===== src/rtl/game_pkg.sv =====
// Shared types and constants for the reaction-speed game modes.
// Holds the round state encoding, LFSR seed/taps and the default time width.
package game_pkg;

  typedef enum logic [2:0] {
    IDLE   = 3'd0,
    ARM    = 3'd1,
    GO     = 3'd2,
    RESULT = 3'd3,
    FOUL   = 3'd4,
    DONE   = 3'd5
  } round_state_t;

  localparam logic [15:0] LFSR_SEED  = 16'hACE1;
  // Fibonacci taps for x^16+x^14+x^13+x^11+1, shifting right: bits 0,2,3,5
  localparam logic [15:0] LFSR_TAPS  = 16'h002D;
  localparam int          TIME_W_DEF = 14;

  function automatic logic [15:0] lfsr_next(input logic [15:0] q);
    return {^(q & LFSR_TAPS), q[15:1]};
  endfunction

endpackage


===== src/rtl/round_sequencer_if.sv =====
// Game-control bus between the input/tick sources and the round sequencer.
// master drives tick/start/stop; slave (the sequencer) drives status and stats.
interface round_sequencer_if
  import game_pkg::*;
#(
  parameter int TIME_W = TIME_W_DEF
) ();
  logic              tick_1ms;
  logic              start;
  logic              stop;
  logic              led_flag;
  logic              busy;
  logic              done;
  logic              foul;
  logic [2:0]        round;
  logic [TIME_W-1:0] rxn_ms;
  logic [TIME_W-1:0] best_ms;
  logic [TIME_W+2:0] sum_ms;

  modport master (
    output tick_1ms, start, stop,
    input  led_flag, busy, done, foul, round, rxn_ms, best_ms, sum_ms
  );

  modport slave (
    input  tick_1ms, start, stop,
    output led_flag, busy, done, foul, round, rxn_ms, best_ms, sum_ms
  );
endinterface


===== src/rtl/lfsr16.sv =====
// Free-running 16-bit LFSR; never reaches zero from the non-zero seed.
module lfsr16
  import game_pkg::*;
(
  input  logic        clk,
  input  logic        rst_n,
  output logic [15:0] out
);
  always_ff @(posedge clk) begin
    if (!rst_n) out <= LFSR_SEED;
    else        out <= lfsr_next(out);
  end
endmodule


===== src/rtl/round_sequencer.sv =====
// Multi-round reaction game controller: arming delay, go LED, reaction timing and stats.
// Optional macro FALSE_START_EN: stop during ARM becomes a penalised FOUL round.
module round_sequencer
  import game_pkg::*;
#(
  parameter int          ROUNDS       = 5,
  parameter int          MIN_DELAY_MS = 1000,
  parameter logic [15:0] DELAY_MASK   = 16'h07FF,
  parameter int          TIMEOUT_MS   = 9999,
  parameter int          TIME_W       = TIME_W_DEF
) (
  input  logic               clk,
  input  logic               rst_n,
  round_sequencer_if.slave   gi
);

  localparam logic [16:0]       MIN_D   = 17'(MIN_DELAY_MS);
  localparam logic [TIME_W-1:0] T_OUT   = TIME_W'(TIMEOUT_MS);
  localparam logic [TIME_W-1:0] T_LIMIT = TIME_W'(TIMEOUT_MS - 1);
  localparam logic [2:0]        N_RND   = 3'(ROUNDS);

  function automatic logic [TIME_W-1:0] min_time(input logic [TIME_W-1:0] a,
                                                 input logic [TIME_W-1:0] b);
    return (a < b) ? a : b;
  endfunction

  round_state_t      state_q, state_d;
  logic [15:0]       lfsr_q;
  logic [16:0]       delay_q;
  logic [TIME_W-1:0] rxn_cnt_q;
  logic [TIME_W-1:0] val_q;
  logic [2:0]        round_q;
  logic [TIME_W-1:0] rxn_q;
  logic [TIME_W-1:0] best_q;
  logic [TIME_W+2:0] sum_q;
  logic              new_game;
  logic              at_limit;

  lfsr16 u_lfsr (
    .clk   (clk),
    .rst_n (rst_n),
    .out   (lfsr_q)
  );

  assign new_game = ((state_q == IDLE) || (state_q == DONE)) && gi.start;
  assign at_limit = (rxn_cnt_q >= T_LIMIT);

  always_ff @(posedge clk) begin
    if (!rst_n) state_q <= IDLE;
    else        state_q <= state_d;
  end

  always_comb begin
    state_d = state_q;
    unique case (state_q)
      IDLE, DONE: if (gi.start) state_d = ARM;
      ARM: begin
`ifdef FALSE_START_EN
        if (gi.stop) state_d = FOUL;
        else if (gi.tick_1ms && (delay_q <= 17'd1)) state_d = GO;
`else
        if (gi.tick_1ms && (delay_q <= 17'd1)) state_d = GO;
`endif
      end
      // stop has priority over a coincident tick
      GO: begin
        if (gi.stop) state_d = RESULT;
        else if (gi.tick_1ms && at_limit) state_d = RESULT;
      end
`ifdef FALSE_START_EN
      FOUL: state_d = RESULT;
`endif
      RESULT: state_d = ((round_q + 3'd1) == N_RND) ? DONE : ARM;
      default: state_d = IDLE;
    endcase
  end

  always_comb begin
    gi.led_flag = (state_q == GO);
    gi.busy     = (state_q == ARM) || (state_q == GO) ||
                  (state_q == RESULT) || (state_q == FOUL);
    gi.done     = (state_q == DONE);
  end

  always_ff @(posedge clk) begin
    if (!rst_n) begin
      delay_q   <= '0;
      rxn_cnt_q <= '0;
      val_q     <= '0;
      round_q   <= '0;
      rxn_q     <= '0;
      best_q    <= T_OUT;
      sum_q     <= '0;
    end else begin
      unique case (state_q)
        IDLE, DONE: begin
          if (new_game) begin
            round_q <= '0;
            rxn_q   <= '0;
            best_q  <= T_OUT;
            sum_q   <= '0;
          end
        end
        ARM: if (gi.tick_1ms) delay_q <= delay_q - 17'd1;
        GO: begin
          if (gi.stop) begin
            val_q <= rxn_cnt_q;
          end else if (gi.tick_1ms) begin
            rxn_cnt_q <= rxn_cnt_q + 1'b1;
            if (at_limit) val_q <= T_OUT;
          end
        end
`ifdef FALSE_START_EN
        FOUL: val_q <= T_OUT;
`endif
        RESULT: begin
          rxn_q   <= val_q;
          sum_q   <= sum_q + (TIME_W+3)'(val_q);
          best_q  <= min_time(best_q, val_q);
          round_q <= round_q + 3'd1;
        end
        default: ;
      endcase
      // Delay and reaction counters load on state entry, overriding the case above
      if ((state_d == ARM) && (state_q != ARM))
        delay_q <= MIN_D + {1'b0, lfsr_q & DELAY_MASK};
      if ((state_d == GO) && (state_q != GO))
        rxn_cnt_q <= '0;
    end
  end

`ifdef FALSE_START_EN
  logic foul_q;
  always_ff @(posedge clk) begin
    if (!rst_n)                                          foul_q <= 1'b0;
    else if (state_q == FOUL)                            foul_q <= 1'b1;
    else if (new_game || ((state_q == RESULT) && (state_d == ARM))) foul_q <= 1'b0;
  end
  assign gi.foul = foul_q;
`else
  assign gi.foul = 1'b0;
`endif

  assign gi.round   = round_q;
  assign gi.rxn_ms  = rxn_q;
  assign gi.best_ms = best_q;
  assign gi.sum_ms  = sum_q;

endmodule


===== src/flat_wrapper.sv =====
// flat-port wrapper written by rule: the top's interface ports become plain ports
module round_sequencer_flat import game_pkg::*;
#(
  parameter int          ROUNDS       = 5,
  parameter int          MIN_DELAY_MS = 1000,
  parameter logic [15:0] DELAY_MASK   = 16'h07FF,
  parameter int          TIMEOUT_MS   = 9999,
  parameter int          TIME_W       = TIME_W_DEF
)
  (clk, rst_n, gi_tick_1ms, gi_start, gi_stop, gi_led_flag, gi_busy, gi_done, gi_foul, gi_round, gi_rxn_ms, gi_best_ms, gi_sum_ms);
  round_sequencer_if #(.TIME_W(TIME_W)) gi_i ();
  input  logic clk;
  input  logic rst_n;
  input wire logic [$bits(gi_i.tick_1ms)-1:0] gi_tick_1ms;
  input wire logic [$bits(gi_i.start)-1:0] gi_start;
  input wire logic [$bits(gi_i.stop)-1:0] gi_stop;
  output wire logic [$bits(gi_i.led_flag)-1:0] gi_led_flag;
  output wire logic [$bits(gi_i.busy)-1:0] gi_busy;
  output wire logic [$bits(gi_i.done)-1:0] gi_done;
  output wire logic [$bits(gi_i.foul)-1:0] gi_foul;
  output wire logic [$bits(gi_i.round)-1:0] gi_round;
  output wire logic [$bits(gi_i.rxn_ms)-1:0] gi_rxn_ms;
  output wire logic [$bits(gi_i.best_ms)-1:0] gi_best_ms;
  output wire logic [$bits(gi_i.sum_ms)-1:0] gi_sum_ms;
  assign gi_i.tick_1ms = gi_tick_1ms;
  assign gi_i.start = gi_start;
  assign gi_i.stop = gi_stop;
  assign gi_led_flag = gi_i.led_flag;
  assign gi_busy = gi_i.busy;
  assign gi_done = gi_i.done;
  assign gi_foul = gi_i.foul;
  assign gi_round = gi_i.round;
  assign gi_rxn_ms = gi_i.rxn_ms;
  assign gi_best_ms = gi_i.best_ms;
  assign gi_sum_ms = gi_i.sum_ms;
  round_sequencer #(.ROUNDS(ROUNDS), .MIN_DELAY_MS(MIN_DELAY_MS), .DELAY_MASK(DELAY_MASK), .TIMEOUT_MS(TIMEOUT_MS), .TIME_W(TIME_W)) u_core (.clk(clk), .rst_n(rst_n), .gi(gi_i));
endmodule

===== config.mk =====
export PLATFORM = sky130hd
export DESIGN_NAME = round_sequencer_flat
export DESIGN_NICKNAME = d
export VERILOG_FILES = /design/src/rtl/game_pkg.sv /design/src/rtl/round_sequencer_if.sv /design/src/rtl/lfsr16.sv /design/src/rtl/round_sequencer.sv /design/src/flat_wrapper.sv
export SDC_FILE = /design/constraint.sdc
export NUM_CORES = 1
export LEC_CHECK = 0
export BUFFER_PORTS_ARGS = -buffer_cell sky130_fd_sc_hd__buf_2
export CORE_MARGIN = 5
export CORE_UTILIZATION = 59
export CTS_BUF_LIST = sky130_fd_sc_hd__clkbuf_16
export CTS_CLUSTER_DIAMETER = 40
export DETAILED_ROUTE_END_ITERATION = 10
export PLACE_DENSITY = 0.87
export REMOVE_ABC_BUFFERS = 1
export SLEW_MARGIN = 30
export SYNTH_ARGS = -nofsm -noshare
export SYNTH_HDL_FRONTEND = slang
export SYNTH_SLANG_ARGS = --single-unit

===== constraint.sdc =====
create_clock -name clk -period 3.55 [get_ports clk]
set_input_delay 0.1775 -clock clk [delete_from_list [all_inputs] [get_ports clk]]
set_output_delay 0.1775 -clock clk [all_outputs]
set_load 0.01 [all_outputs]

==> results of run 1 <==
-- synth_stat cells (all sizes together) (4+ instances only) --
cell type / number / area, µm²
nand2b: 11 / 68.8
o211ai: 7 / 52.6
dfxtp: 112 / 2240
a21o: 4 / 37.5
a211o: 4 / 35.0
a22oi: 13 / 97.6
clkbuf: 24 / 90.1
a21oi: 35 / 175
o32ai: 7 / 61.3
nor3: 6 / 30.0
nor4: 5 / 43.8
o21a: 5 / 37.5
nand4: 4 / 25.0
nand3: 18 / 90.1
nor2: 66 / 248
a31oi: 4 / 25.0
nand2: 70 / 263
and2: 14 / 87.6
inv: 30 / 113
o22ai: 7 / 43.8
xor2: 27 / 236
o32a: 8 / 80.1
a211oi: 8 / 60.1
xnor2: 20 / 175
ha: 34 / 425
or4: 5 / 45.0
o21ai: 20 / 100
o221a: 8 / 90.1
and3: 6 / 37.5
-- metal layers --
| layer | GRT usage | wire length (µm) | part of all wire | up-vias |
|---|---|---|---|---|
| met5 | 0 | 0 | 0 | - |
| met4 | 0.105 | 332 | 0.025 | 0 |
| met2 | 0.413 | 6520 | 0.50 | 182 |
| li1 | - | - | - | 2269 |
| met1 | 0.294 | 5470 | 0.42 | 2255 |
| met3 | 0.0416 | 828 | 0.063 | 31 |
-- final timing paths --
| path | to | cells past startpoint |
|---|---|---|
| max | u_core.gi.sum_ms[14] | 9 |
| max reg2reg | u_core.gi.sum_ms[14] | 9 |
| min reg2reg | u_core.u_lfsr.out[10] | 1 |
| min | u_core.state_q[2] | 3 |
-- layout make-up --
class	instances	share of cell area
inverters	30	0.0186
clock inverters	7	0.0106
flip-flops and latches	112	0.371
well taps	111	0.0230
multi-input cells	447	0.488
clock buffers	9	0.0373
repair buffers	60	0.0517
-- power by group --
group	switching, mW	total (mW)	internal, mW
clock network	0.491	0.982	0.491
logic	0.123	0.199	0.0760
registers	0.0312	1.32	1.29
total	0.645	2.50	1.85
-- logic make-up (layout without fill, tap and decap cells) --
group,after synthesis,after routing,synth area share
XOR/XNOR,47,47,0.0761
flip-flops,112,112,0.414
AND/OR/NAND/NOR,218,218,0.193
AO/OA/AOI/OAI,145,145,0.190
buffers and inverters,57,106,0.0416
multiplexers,1,1,0.00185
adder cells (fa/ha/maj),35,35,0.0823
other,1,1,0.000693
-- critical path, cell delays in order (launching register included) --
cell	delay (ns)
dfxtp_1	0.36
ha_1	0.24
fa_1	0.45
a211o_1	0.31
a2111oi_0	0.72
buf_4	0.25
nor2_1	0.06
o211ai_1	0.33
a2111o_1	0.20
o21ai_0	0.08
-- metrics by stage --
step | cells | hold WS (ns) | power, mW | utilization | area (µm²)
2_1_floorplan | 589 | 0.239 | 1.48 | - | 5300
4_1_cts | 776 | 0.187 | 2.50 | 0.664 | 6040
3_5_place_dp | 760 | 0.395 | 1.54 | 0.632 | 5760
5_1_grt | 776 | 0.186 | 2.59 | 0.664 | 6040
3_3_place_gp | 760 | 0.404 | 1.53 | 0.631 | 5750
6_report | 776 | 0.186 | 2.50 | 0.664 | 6040
-- sequential cells by signal (all words and copies together) (netlist names) --
name	cells
u_core.gi.best_ms	14
u_core.gi.sum_ms	17
u_core.delay_q	17
u_core.u_lfsr.out	16
u_core.val_q	14
u_core.rxn_cnt_q	14
u_core.gi.round	3
u_core.gi.rxn_ms	14
u_core.state_q	3
==> impl_metrics.json, run 1 <==
{
  "cts_hold_buf": 0,
  "synth_sequential_area_ratio": 0.414,
  "synthesis_stage_register_bit_count": 112,
  "drt_drc_violations_left": 0,
  "criticalPathCategory": "register to register",
  "pre_cts_ws_ns": 0.686,
  "vias": 4737,
  "cts.clk_slew.worst_paths_ns": 0.08,
  "synth_enable_flop_cells": 0,
  "fillCellCount": 698,
  "clock_latency_on_the_worst_skew_pair_ns": 0.35,
  "tritoncts_clock_tree": "done",
  "route.final.wire_length_mm": 13.1,
  "final_period_minus_worst_setup_slack_ns": 3.12,
  "global_route.overflow_total": 0,
  "rows": 35,
  "start_util": 0.594,
  "synthesis.instances": 616,
  "synth.avg_cell_area_um2": 8.78,
  "num_io_pins": 57,
  "max-clock-path-buffers": 2,
  "leakage_nw": 2.47,
  "antenna_found_initial": 0,
  "ctsResizeCount": 0,
  "grt_pass1_vias": 4694,
  "finalClockSkew_ns": 0.0126,
  "tightest_slew_ns": 0.917,
  "critical_path.max_fanout": 5,
  "finalCritPeriodShare": 0.878,
  "drive_gt1_frac": 0.135,
  "worst_ep_arrival_time_ns": 3.35,
  "timing.final.ws_setup_ns": 0.434,
  "layout.cells.most_common_list": "112 x dfxtp_1, 70 x nand2_1, 66 x nor2_1, 55 x buf_2, 35 x a21oi_1",
  "multi_input_comb_area_um2": 2950,
  "grt_first_pass_wirelength_mm": 22.3,
  "peakVddDrop_uv": 297,
  "drt-vias-per-instance": 6.10,
  "insertedDiodeCount": 0,
  "grt_setup_unrepaired": "no",
  "cts_setup_buffers": 0,
  "netlist_area_um2": 5410,
  "drtPass1Iterations": 6,
  "hp-class": "input port to register",
  "fp.dieW_um": 106,
  "grt_util_all_layers": 0.240,
  "maximum_number_of_pins_on_one_net_before_global_route_repair": 47,
  "worstPathRequired_ns": 3.78,
  "port-buffer-count": 55,
  "detailedPlacementHpwl_mm": 9.28,
  "report.final.slew_viol_count": 0,
  "rrSetupSlack_ns": 0.43,
  "critical_path.reg2reg.startpoint": "u_core.val_q[0]",
  "cts_max_level": 3,
  "cts_root_buf": "clkbuf_16",
  "die_ar_um2": 11200,
  "final_common_cell": "dfxtp_1",
  "worstHoldStart": "gi_start",
  "setup.worst_path.start_class": "register",
  "cts_num_sinks": 112,
  "detail_route.iter0.violations": 306,
  "core_region_area_um2": 9110,
  "final.setup.tns_ns": 0,
  "area.sequential_um2": 2240,
  "net_count_reported_at_finish": 700,
  "maxCapViolCount": 0,
  "setup_viols_final": 0,
  "synthFlopType": "dfxtp_1",
  "die_h_um": 106,
  "final_hold_violation_count": 0,
  "yosysWarningCount": 0,
  "outcome": "finished, final reports clean",
  "gp_congestion": 0.894,
  "total_power_divided_by_cell_area_nw_per_um2": 413,
  "critical_path.startpoint": "u_core.val_q[0]",
  "flow.area_growth_from_synthesis_pct": 11.7,
  "synthDistinctLibCells": 61,
  "drtAntennaViolNets": 0,
  "drt-wirelength-per-cell_um": 16.9,
  "fmax_ghz": 0.321,
  "critPathCaptureType": "register",
  "cts_made_buffers": 9,
  "async_flop_share": 0,
  "relative_slew_slack": 0.385
}
Power figures use the tool's default switching activity.
==> run 2, diff against run 1 <==
--- a/config.mk
+++ b/config.mk
@@ -7,11 +7,12 @@
 export LEC_CHECK = 0
 export BUFFER_PORTS_ARGS = -buffer_cell sky130_fd_sc_hd__buf_2
 export CORE_MARGIN = 5
-export CORE_UTILIZATION = 59
-export CTS_BUF_LIST = sky130_fd_sc_hd__clkbuf_16
+export CORE_UTILIZATION = 61
+export CTS_BUF_LIST = sky130_fd_sc_hd__clkbuf_4
 export CTS_CLUSTER_DIAMETER = 40
 export DETAILED_ROUTE_END_ITERATION = 10
-export PLACE_DENSITY = 0.87
+export GPL_TIMING_DRIVEN = 0
+export PLACE_DENSITY = 0.89
 export REMOVE_ABC_BUFFERS = 1
 export SLEW_MARGIN = 30
 export SYNTH_ARGS = -nofsm -noshare
==> run 2 against run 1 <==
Register-to-register slack improved by 0.15 ns. Final cell count decreased by 0.77%. Wire length is 4.7% lower. Core utilization rose by 1.7 points. Die area decreased by 3.0%. Via count shrank 1.2%. Clock-buffer cell count unchanged. Worst setup slack better by 0.15 ns. Global-route usage down 1.0 points.
==> impl_metrics.json, run 2 (synthesized netlist as in run 1, its figures left out) <==
{
  "gp_congestion": 0.911,
  "crit_slowest_cell": "a2111oi_1",
  "critical_path.max_stage_delay_ns": 0.72,
  "fmax_ghz": 0.338,
  "cellInternalPower_mw": 1.60,
  "critical_path.max_fanout": 5,
  "drive_gt1_frac": 0.137,
  "report.final.slew_viol_count": 0,
  "final_period_minus_worst_setup_slack_ns": 2.96,
  "layout.cells.most_common_list": "112 x dfxtp_1, 70 x nand2_1, 66 x nor2_1, 55 x buf_2, 35 x a21oi_1",
  "fp.dieW_um": 104,
  "clock_latency_on_the_worst_skew_pair_ns": 0.47,
  "rows": 34,
  "worst_path_dominant_cell_family": "compound AO/OA/AOI/OAI gates",
  "worstHoldPathCells": 3,
  "num_io_pins": 57,
  "peakVddDrop_uv": 246,
  "core_region_area_um2": 8680,
  "final.setup.tns_ns": 0,
  "maxCapViolCount": 0,
  "net_count_reported_at_finish": 697,
  "insertedDiodeCount": 0,
  "final_common_cell": "dfxtp_1",
  "worst_ep_arrival_time_ns": 3.33,
  "flow.area_growth_from_synthesis_pct": 9.25,
  "total_power_divided_by_cell_area_nw_per_um2": 370,
  "cts.clk_slew.worst_paths_ns": 0.17,
  "grt_util_all_layers": 0.230,
  "cts_max_level": 3,
  "worstPathRequired_ns": 3.92,
  "grt_setup_unrepaired": "no",
  "vias": 4680,
  "finalClockSkew_ns": 0.0224,
  "total_switching_power_uw": 591,
  "maximum_number_of_pins_on_one_net_before_global_route_repair": 48,
  "power.share.switching": 0.270,
  "detail_route.iter0.violations": 300,
  "hp-class": "input port to register",
  "route.final.wire_length_mm": 12.5,
  "cts_hold_buf": 0,
  "finalCritPeriodShare": 0.834,
  "grt_first_pass_wirelength_mm": 21.1,
  "drt_drc_violations_left": 0,
  "start_util": 0.623,
  "final_hold_violation_count": 0,
  "hold-worst-slack_ns": 0.0479,
  "detailedPlacementHpwl_mm": 9.10,
  "tritoncts_clock_tree": "done",
  "cts_made_buffers": 9,
  "max-clock-path-buffers": 2,
  "drt-vias-per-instance": 6.08,
  "cp_num_cells": 8,
  "antenna_found_initial": 0,
  "leakage_nw": 2.41,
  "drt-wirelength-per-cell_um": 16.3,
  "cts_root_buf": "clkbuf_4",
  "worstRegToRegCells": 8,
  "grt_pass1_vias": 4558,
  "path_cells": "ha_1 -> fa_1 -> a211o_1 -> a2111oi_1 -> nor2_1 -> o211ai_1 -> a2111o_1 -> o21ai_0",
  "tightest_slew_ns": 0.902,
  "global_route.overflow_total": 0,
  "port-buffer-count": 55,
  "power.clock.fraction": 0.306,
  "drtPass1Iterations": 5,
  "outcome": "finished, final reports clean",
  "design_power_total_mw": 2.19,
  "die_h_um": 104,
  "setup_viols_final": 0,
  "share_seq_of_total_power": 0.603,
  "cts_num_sinks": 112,
  "ctsResizeCount": 0,
  "die_ar_um2": 10900,
  "post_layout_instance_area_um2": 5910,
  "cts_setup_buffers": 0,
  "criticalPathCategory": "register to register",
  "comb_power_share": 0.091,
  "setup.worst_path.start_class": "register",
  "relative_slew_slack": 0.398,
  "critPathBufInv": 0,
  "detailed_place.area_um2": 5760,
  "critPathCaptureType": "register",
  "drtAntennaViolNets": 0
}
## run 2: changes by cell type in the layout (fill, tap and decap cells not counted), sizes merged
cell / previous run / this run
clkinvlp: 0 / 1
clkinv: 4 / 2
bufinv: 0 / 1
buf: 60 / 57
## run 2: layout make-up
type / count / area [µm²]
clock buffer: 9 / 67.6
inverter: 30 / 113
fill: 669 / 2770
sequential: 112 / 2240
tap: 108 / 135
clock inverter: 7 / 86.3
multi-input combinational: 447 / 2960
timing repair buffer: 57 / 310
## run 2: final timing paths
kind	to	startpoint	slack, ns
min reg2reg	u_core.u_lfsr.out[10]	u_core.u_lfsr.out[11]	0.44
max reg2reg	u_core.gi.sum_ms[14]	u_core.val_q[0]	0.59
min	u_core.state_q[2]	gi_start	0.05
max	u_core.gi.sum_ms[14]	u_core.val_q[0]	0.59
## run 2: worst register-to-register path, stage by stage (launching register included)
cell       delay [ns]
dfxtp_1          0.40
ha_1             0.23
fa_1             0.45
a211o_1          0.30
a2111oi_1        0.72
nor2_1           0.16
o211ai_1         0.35
a2111o_1         0.20
o21ai_0          0.08
## run 2: power by group through the flow
stage / combinational, mW / clock [mW] / sequential (mW)
global route: 0.220 / 0.736 / 1.33
CTS: 0.199 / 0.680 / 1.32
floorplan: 0.142 / 0 / 1.34
global placement: 0.185 / 0 / 1.34
detailed placement: 0.197 / 0 / 1.35
finish: 0.198 / 0.670 / 1.32
## run 2: metrics by stage
step	util	std cells	worst slack [ns]
finish	0.681	770	0.588
global route	0.681	770	0.494
CTS	0.681	770	0.452
detailed placement	0.663	754	0.512
global placement	0.658	752	0.580
floorplan	-	589	1.05
## run 2: layer usage
metal  global-route usage  vias to the layer above  wire (µm)
met4               0.0546                        0        209
li1                     -                     2264          -
met2                0.429                      167       6440
met5                    0                        -          0
met1                0.263                     2228       5040
met3               0.0546                       21        843
